**src/rtl/m68k_pkg.sv**
```systemverilog
// Shared 68k front-end types: immediate size encoding, fetch step and fetch FSM states.
package m68k_pkg;

  typedef enum logic [1:0] {
    SIZE_BYTE = 2'b00,
    SIZE_WORD = 2'b01,
    SIZE_LONG = 2'b10,
    SIZE_RSVD = 2'b11
  } size_e;

  localparam int unsigned FETCH_STEP = 2;

  typedef enum logic [1:0] {
    StIdle,
    StReq,
    StDiscard
  } fetch_state_e;

  // Opcode word plus extension words required before the immediate is usable.
  function automatic logic [1:0] words_needed(size_e size);
    unique case (size)
      SIZE_BYTE: words_needed = 2'd2;
      SIZE_WORD: words_needed = 2'd2;
      SIZE_LONG: words_needed = 2'd3;
      SIZE_RSVD: words_needed = 2'd1;
      default:   words_needed = 2'd1;
    endcase
  endfunction

endpackage

```
**src/rtl/m68k_prefetch_queue_if.sv**
```systemverilog
// Word-fetch handshake between the prefetch queue (master) and the bus unit (slave).
interface m68k_prefetch_queue_if #(
  parameter int unsigned ADDR_W = 24
);
  logic              fetch_req;
  logic [ADDR_W-1:0] fetch_addr;
  logic              fetch_ack;
  logic [15:0]       fetch_data;

  modport master (
    output fetch_req,
    output fetch_addr,
    input  fetch_ack,
    input  fetch_data
  );

  modport slave (
    input  fetch_req,
    input  fetch_addr,
    output fetch_ack,
    output fetch_data
  );
endinterface

```
**src/rtl/m68k_imm_extract.sv**
```systemverilog
// Combinational immediate/displacement extraction: sign-extends byte or word, or joins a long.
module m68k_imm_extract
  import m68k_pkg::*;
(
  input  size_e       size,
  input  logic [15:0] word1,
  input  logic [15:0] word2,
  output logic [31:0] value
);

  always_comb begin
    value = '0;
    unique case (size)
      SIZE_BYTE: value = {{24{word1[7]}}, word1[7:0]};
      SIZE_WORD: value = {{16{word1[15]}}, word1};
      SIZE_LONG: value = {word1, word2};
      SIZE_RSVD: value = '0;
      default:   value = '0;
    endcase
  end

endmodule

```
**src/rtl/m68k_prefetch_queue.sv**
```systemverilog
// Instruction prefetch queue with one outstanding word fetch and redirect/flush handling.
// Optional same-cycle bypass of an acked word into an empty queue: M68K_PREFETCH_BYPASS_EN.
module m68k_prefetch_queue
  import m68k_pkg::*;
#(
  parameter int unsigned DEPTH  = 4,
  parameter int unsigned ADDR_W = 24,
  parameter int unsigned CNT_W  = $clog2(DEPTH + 1)
) (
  input  logic                  clk,
  input  logic                  rst,
  input  logic                  redirect,
  input  logic [ADDR_W-1:0]     redirect_addr,
  m68k_prefetch_queue_if.master bus,
  input  size_e                 ext_size,
  output logic [15:0]           head_word,
  output logic [ADDR_W-1:0]     head_pc,
  output logic [31:0]           imm_value,
  output logic                  imm_valid,
  output logic [CNT_W-1:0]      count,
  input  logic                  consume,
  input  logic [1:0]            consume_n,
  output logic                  underflow
);

  localparam int unsigned PTR_W = $clog2(DEPTH);
  typedef logic [PTR_W-1:0] ptr_t;

  logic [15:0]       mem_q [DEPTH];
  ptr_t              rd_ptr_q, rd_ptr_d;
  ptr_t              wr_ptr_q, wr_ptr_d;
  logic [CNT_W-1:0]  cnt_q, cnt_d;
  logic [ADDR_W-1:0] fetch_addr_q, fetch_addr_d;
  logic [ADDR_W-1:0] head_pc_q, head_pc_d;
  fetch_state_e      state_q, state_d;

  logic              accept;
  logic              bypass;
  logic              bypass_pop;
  logic              wr_en;
  logic [1:0]        pop_n;
  logic [CNT_W-1:0]  cnt_eff;
  logic [15:0]       word0, word1, word2;
  logic [31:0]       ext_value;
  logic [ADDR_W-1:0] redirect_aligned;

  assign redirect_aligned = {redirect_addr[ADDR_W-1:1], 1'b0};
  // An ack only counts for a live request; acks during DISCARD or a redirect are dropped.
  assign accept = (state_q == StReq) && bus.fetch_ack && !redirect;

`ifdef M68K_PREFETCH_BYPASS_EN
  assign bypass = accept && (cnt_q == '0);
`else
  assign bypass = 1'b0;
`endif

  assign cnt_eff    = cnt_q + CNT_W'(bypass);
  assign underflow  = consume && !redirect && !rst && (CNT_W'(consume_n) > cnt_eff);
  assign pop_n      = (consume && !redirect && !underflow) ? consume_n : 2'd0;
  assign bypass_pop = bypass && (pop_n != 2'd0);
  assign wr_en      = accept && !bypass_pop;

  always_comb begin
    rd_ptr_d     = rd_ptr_q;
    wr_ptr_d     = wr_ptr_q;
    cnt_d        = cnt_q;
    fetch_addr_d = fetch_addr_q;
    head_pc_d    = head_pc_q;
    state_d      = state_q;

    if (redirect) begin
      rd_ptr_d     = '0;
      wr_ptr_d     = '0;
      cnt_d        = '0;
      fetch_addr_d = redirect_aligned;
      head_pc_d    = redirect_aligned;
      // A request still in flight must have its data swallowed before refetching.
      state_d      = ((state_q != StIdle) && !bus.fetch_ack) ? StDiscard : StIdle;
    end else begin
      // A bypassed word that is popped at once never occupies a slot.
      if (!bypass_pop) begin
        rd_ptr_d = rd_ptr_q + ptr_t'(pop_n);
      end
      if (wr_en) begin
        wr_ptr_d = wr_ptr_q + ptr_t'(1);
      end
      cnt_d     = cnt_q + CNT_W'(accept) - CNT_W'(pop_n);
      head_pc_d = head_pc_q + (ADDR_W'(pop_n) << 1);
      if (accept) begin
        fetch_addr_d = fetch_addr_q + ADDR_W'(FETCH_STEP);
      end

      unique case (state_q)
        StIdle: begin
          if (cnt_d < CNT_W'(DEPTH)) state_d = StReq;
        end
        StReq: begin
          if (bus.fetch_ack) state_d = (cnt_d < CNT_W'(DEPTH)) ? StReq : StIdle;
        end
        StDiscard: begin
          if (bus.fetch_ack) state_d = StIdle;
        end
        default: state_d = StIdle;
      endcase
    end
  end

  always_ff @(posedge clk) begin
    if (rst) begin
      rd_ptr_q     <= '0;
      wr_ptr_q     <= '0;
      cnt_q        <= '0;
      fetch_addr_q <= '0;
      head_pc_q    <= '0;
      state_q      <= StIdle;
    end else begin
      rd_ptr_q     <= rd_ptr_d;
      wr_ptr_q     <= wr_ptr_d;
      cnt_q        <= cnt_d;
      fetch_addr_q <= fetch_addr_d;
      head_pc_q    <= head_pc_d;
      state_q      <= state_d;
    end
  end

  always_ff @(posedge clk) begin
    if (!rst && wr_en) begin
      mem_q[wr_ptr_q] <= bus.fetch_data;
    end
  end

  assign bus.fetch_req  = (state_q == StReq);
  assign bus.fetch_addr = fetch_addr_q;

  assign word0 = bypass ? bus.fetch_data : mem_q[rd_ptr_q];
  assign word1 = mem_q[rd_ptr_q + ptr_t'(1)];
  assign word2 = mem_q[rd_ptr_q + ptr_t'(2)];

  m68k_imm_extract u_imm_extract (
    .size  (ext_size),
    .word1 (word1),
    .word2 (word2),
    .value (ext_value)
  );

  assign count     = cnt_eff;
  assign head_word = (cnt_eff != '0) ? word0 : 16'h0000;
  assign head_pc   = head_pc_q;
  assign imm_valid = (cnt_eff >= CNT_W'(words_needed(ext_size)));
  assign imm_value = imm_valid ? ext_value : 32'h0;

endmodule

```
**src/flat_wrapper.sv**
```systemverilog
// flat-port wrapper written by rule: the top's interface ports become plain ports
module m68k_prefetch_queue_flat import m68k_pkg::*;
#(
  parameter int unsigned DEPTH  = 4,
  parameter int unsigned ADDR_W = 24,
  parameter int unsigned CNT_W  = $clog2(DEPTH + 1)
)
  (clk, rst, redirect, redirect_addr, ext_size, head_word, head_pc, imm_value, imm_valid, count, consume, consume_n, underflow, bus_fetch_req, bus_fetch_addr, bus_fetch_ack, bus_fetch_data);
  m68k_prefetch_queue_if #(.ADDR_W(ADDR_W)) bus_i ();
  input  logic clk;
  input  logic rst;
  input  logic redirect;
  input  logic [ADDR_W-1:0] redirect_addr;
  input  size_e ext_size;
  output logic [15:0] head_word;
  output logic [ADDR_W-1:0] head_pc;
  output logic [31:0] imm_value;
  output logic imm_valid;
  output logic [CNT_W-1:0] count;
  input  logic consume;
  input  logic [1:0] consume_n;
  output logic underflow;
  output wire logic [$bits(bus_i.fetch_req)-1:0] bus_fetch_req;
  output wire logic [$bits(bus_i.fetch_addr)-1:0] bus_fetch_addr;
  input wire logic [$bits(bus_i.fetch_ack)-1:0] bus_fetch_ack;
  input wire logic [$bits(bus_i.fetch_data)-1:0] bus_fetch_data;
  assign bus_fetch_req = bus_i.fetch_req;
  assign bus_fetch_addr = bus_i.fetch_addr;
  assign bus_i.fetch_ack = bus_fetch_ack;
  assign bus_i.fetch_data = bus_fetch_data;
  m68k_prefetch_queue #(.DEPTH(DEPTH), .ADDR_W(ADDR_W), .CNT_W(CNT_W)) u_core (.clk(clk), .rst(rst), .redirect(redirect), .redirect_addr(redirect_addr), .bus(bus_i), .ext_size(ext_size), .head_word(head_word), .head_pc(head_pc), .imm_value(imm_value), .imm_valid(imm_valid), .count(count), .consume(consume), .consume_n(consume_n), .underflow(underflow));
endmodule
```
**config.mk**
```make
export PLATFORM = sky130hd
export DESIGN_NAME = m68k_prefetch_queue_flat
export DESIGN_NICKNAME = d
export VERILOG_FILES = /design/src/rtl/m68k_pkg.sv /design/src/rtl/m68k_prefetch_queue_if.sv /design/src/rtl/m68k_imm_extract.sv /design/src/rtl/m68k_prefetch_queue.sv /design/src/flat_wrapper.sv
export SDC_FILE = /design/constraint.sdc
export NUM_CORES = 1
export LEC_CHECK = 0
export CAP_MARGIN = 40
export CELL_PAD_IN_SITES_DETAIL_PLACEMENT = 1
export CELL_PAD_IN_SITES_GLOBAL_PLACEMENT = 1
export CORE_MARGIN = 8
export CORE_UTILIZATION = 42
export CTS_BUF_LIST = sky130_fd_sc_hd__clkbuf_4
export DETAILED_ROUTE_END_ITERATION = 7
export GPL_TIMING_DRIVEN = 0
export PLACE_DENSITY_LB_ADDON = 0.1
export SETUP_SLACK_MARGIN = 0.1
export SKIP_LAST_GASP = 1
export SYNTH_ARGS = -nofsm -noshare
export SYNTH_HDL_FRONTEND = slang
export SYNTH_HIERARCHICAL = 1
export SYNTH_SLANG_ARGS = --single-unit
```
**constraint.sdc**
```tcl
create_clock -name clk -period 4.8 [get_ports clk]
set_input_delay 1.44 -clock clk [delete_from_list [all_inputs] [get_ports clk]]
set_output_delay 1.44 -clock clk [all_outputs]
set_load 0.02 [all_outputs]
```
==> summary.md <==
| Metric | Value |
|---|---|
| CP required | `3360 ps` |
| Synth Register Bits | `119` |
| DIE HEIGHT | `146 µm` |
| Die Area | `21,400 µm²` |
| Syn_area_per_cell | `11.8 µm²` |
| Final hold slack | `528 ps` |
| Post-synth ARST share | `0` |
| Grt ovf | `0` |
| Minimum clock period | `4630 ps` |
| Pin count of the biggest net entering global routing | `17` |
| Initial Util | `0.430` |
| Ranking of synthesized cells by area | `edfxtp_1 27%, dfxtp_1 15%, mux4_2 15%, nor2b_1 4.7%, mux2i_1 3.9%` |
| CTS H-Tree Depth | `4` |
| Initial DRC count | `214` |
| Ys flop type | `edfxtp_1` |
| Highest routed layer | `met5` |
| CP Max Fanout | `10` |
| Pre-CTS setup slack | `-1010 ps` |
| GR Util All Layers | `0.208` |
| DRC violations left | `0` |
| First-pass GRT wire length | `35,100 µm` |
| Top delay family on crit path | `buffers and inverters` |
| Clk root buf | `clkbuf_4` |
| Placer congestion estimate | `0.858` |
| Highest clock rate | `216 MHz` |
| I/O pins | `151` |
| Most frequent cells after synthesis | `64 x edfxtp_1, 55 x dfxtp_1, 54 x nor2b_1, 48 x mux4_2, 28 x mux2i_1` |
| Final Power | `2390 µW` |
| Die width | `146 µm` |
| Syn. warnings | `6` |
| Area grow syn2layout | `29.1%` |
| Drt via density | `5.69` |
| Slew Viols, Final | `0` |
| Fin area | `9210 µm²` |
| Final hold vios | `0` |
| Worst-path clk slew | `100 ps` |
| Critical Path End Type | `primary output` |
| # Max-Cap Violations | `0` |
| DR vias | `5,748` |
| CTS tree | `yes` |
| Worst vdd ir | `0.117 mV` |
| DRT met1 WL | `8910 µm` |
| EDFF count, synth | `64` |
| Area after DPL | `8950 µm²` |
| Clk sink count | `119` |
| Initial antenna violation count | `3` |
| Met3 routed WL | `1480 µm` |
| WP data arrival | `3190 ps` |
| Pwr Density | `260 nW/µm²` |
| Rel. slew slack | `0.501` |
| Top cell type by total area after synthesis | `edfxtp_1` |
| RSZ-0062 raised after global routing | `no` |
| WP buf/inv | `5` |
| Vias in the first global route | `6,333` |
| Drt total wl | `22,300 µm` |
| Clock Latency Late Sink | `530 ps` |
| PnR worst setup slack | `172 ps` |
| Worst min path class | `reg2reg` |
| Finish-stage setup viols | `0` |
| Nets | `843` |
| Status | `complete, no violations` |
| Slowest cell on crit path | `ha_1` |
| Hold_buf cts | `0` |
| Worst-path cell chain | `dlygate4sd2_1 -> clkbuf_1 -> ha_1 -> nand2b_4 -> a211oi_4 -> buf_6 -> clkbuf_8 -> nor2b_1 -> clkdlybuf4s15_2` |
| Post-Syn Area | `7130 µm²` |
| Clock Skews | `11.6 ps` |
| Core area | `16,600 µm²` |
| Tcrit/Tclk final | `0.964` |
| Seq/Total Area, Yosys | `0.424` |
| Distinct cells, synth | `62` |
| Row count | `47` |
| CTS Buffer Depth | `2` |
| DP HPWL | `17,200 µm` |
| Top-count cell post-synth | `edfxtp_1` |
| Port buffer count | `146` |
| Slew of the pin with the lowest slew margin | `748 ps` |
| CTS buffer count | `17` |
| Pre-Repair DR Iteration Count | `4` |
| CP max stage delay | `300 ps` |
| Leakage | `0.00327 µW` |
| Antenna Nets Post-Route | `0` |
| Share of cells above drive strength 1 | `0.192` |
| Crit Path Class | `in2out` |
| Startpoint types | `input port` |
| Synth top area share | `0.269` |
| Wire per inst | `22.1 µm` |
| Met2 wire len | `11,600 µm` |
| Cells after Synth | `603` |
-- worst paths after layout --
path                            slack, ps              start                  to  cells after the start
worst max-delay path                  170        ext_size[1]       imm_value[29]                      9
worst min-delay path                  530  u_core/state_q[1]   u_core/state_q[0]                      1
worst max register to register       1050    u_core/cnt_q[1]  u_core/head_pc[15]                     13
worst min register to register        530  u_core/state_q[1]   u_core/state_q[0]                      1
-- timing repair --
action,CTS,global route
gates resized for setup,127,11
setup endpoints to repair,33,28
pin swaps,1,1
setup buffers,1,0
-- power by group --
part           switching [µW]  internal [µW]
Combinational             259            238
Sequential               45.4           1100
Clock                     370            376
-- layout make-up --
| class | count | area, µm² |
|---|---|---|
| multi-input combinational | 419 | 3800 |
| buffer | 48 | 308 |
| clock inverter | 11 | 133 |
| sequential | 119 | 3020 |
| clock buffer | 21 | 158 |
| tap | 220 | 275 |
| fill | 1759 | 7370 |
| inverter | 18 | 67.6 |
| timing repair buffer | 154 | 1450 |
| antenna | 1 | 2.50 |
-- flip-flops by register name, indices dropped and copies added, names as in the netlist --
| signal | cells |
|---|---|
| u_core/mem_q | 64 |
| u_core/state_q | 2 |
| u_core/rd_ptr_q | 2 |
| u_core/bus.fetch_addr | 23 |
| u_core/cnt_q | 3 |
| u_core/head_pc | 23 |
| u_core/wr_ptr_q | 2 |
-- per-stage QoR --
step / cells / TNS, ps / util
floorplan: 604 / 0 / -
global placement: 970 / -34270 / 0.535
detailed placement: 977 / -28630 / 0.539
CTS: 1010 / -9.43 / 0.555
global route: 1011 / 0 / 0.555
finish: 1011 / 0 / 0.555
-- cells by family (layout without fill, tap and decap cells) --
kind of cell / after synthesis / count (layout) / share of synthesized area
AOI/OAI and AO/OA: 122 / 122 / 0.123
xor gates and xnor gates: 25 / 25 / 0.0307
adders and majority gates: 17 / 17 / 0.0319
buffers and inverters: 66 / 252 / 0.0472
DFF: 119 / 119 / 0.424
muxes: 76 / 76 / 0.191
other: 1 / 3 / 0.000526
and+or+nand+nor: 177 / 177 / 0.152
-- cell usage in the layout (no fill, tap or decap), types with 15 or more instances in the layout --
cell             count
buf_2               33
clkbuf_1            19
clkbuf_4            22
clkdlybuf4s50_1    110
dfxtp_1             55
edfxtp_1            64
ha_1                15
inv_1               17
mux2i_1             28
mux4_2              48
nand2_1             18
nor2_1              17
nor2b_1             54
o21a_1              18
xnor2_1             15
-- per-layer routing --
layer / track usage / up-vias
met2: 0.376 / 183
met5: 0 / -
met4: 0.0629 / 4
li1: - / 2672
met3: 0.0633 / 25
met1: 0.229 / 2864
-- worst reg2reg max path: cells and delay by family, from the launching register on --
family	cells	cell delay, ps
flops	1	480
simple gates	4	1050
compound gates	4	880
buf+inv	2	400
fa+ha+maj	3	860
(Power assumes the default switching activity.)
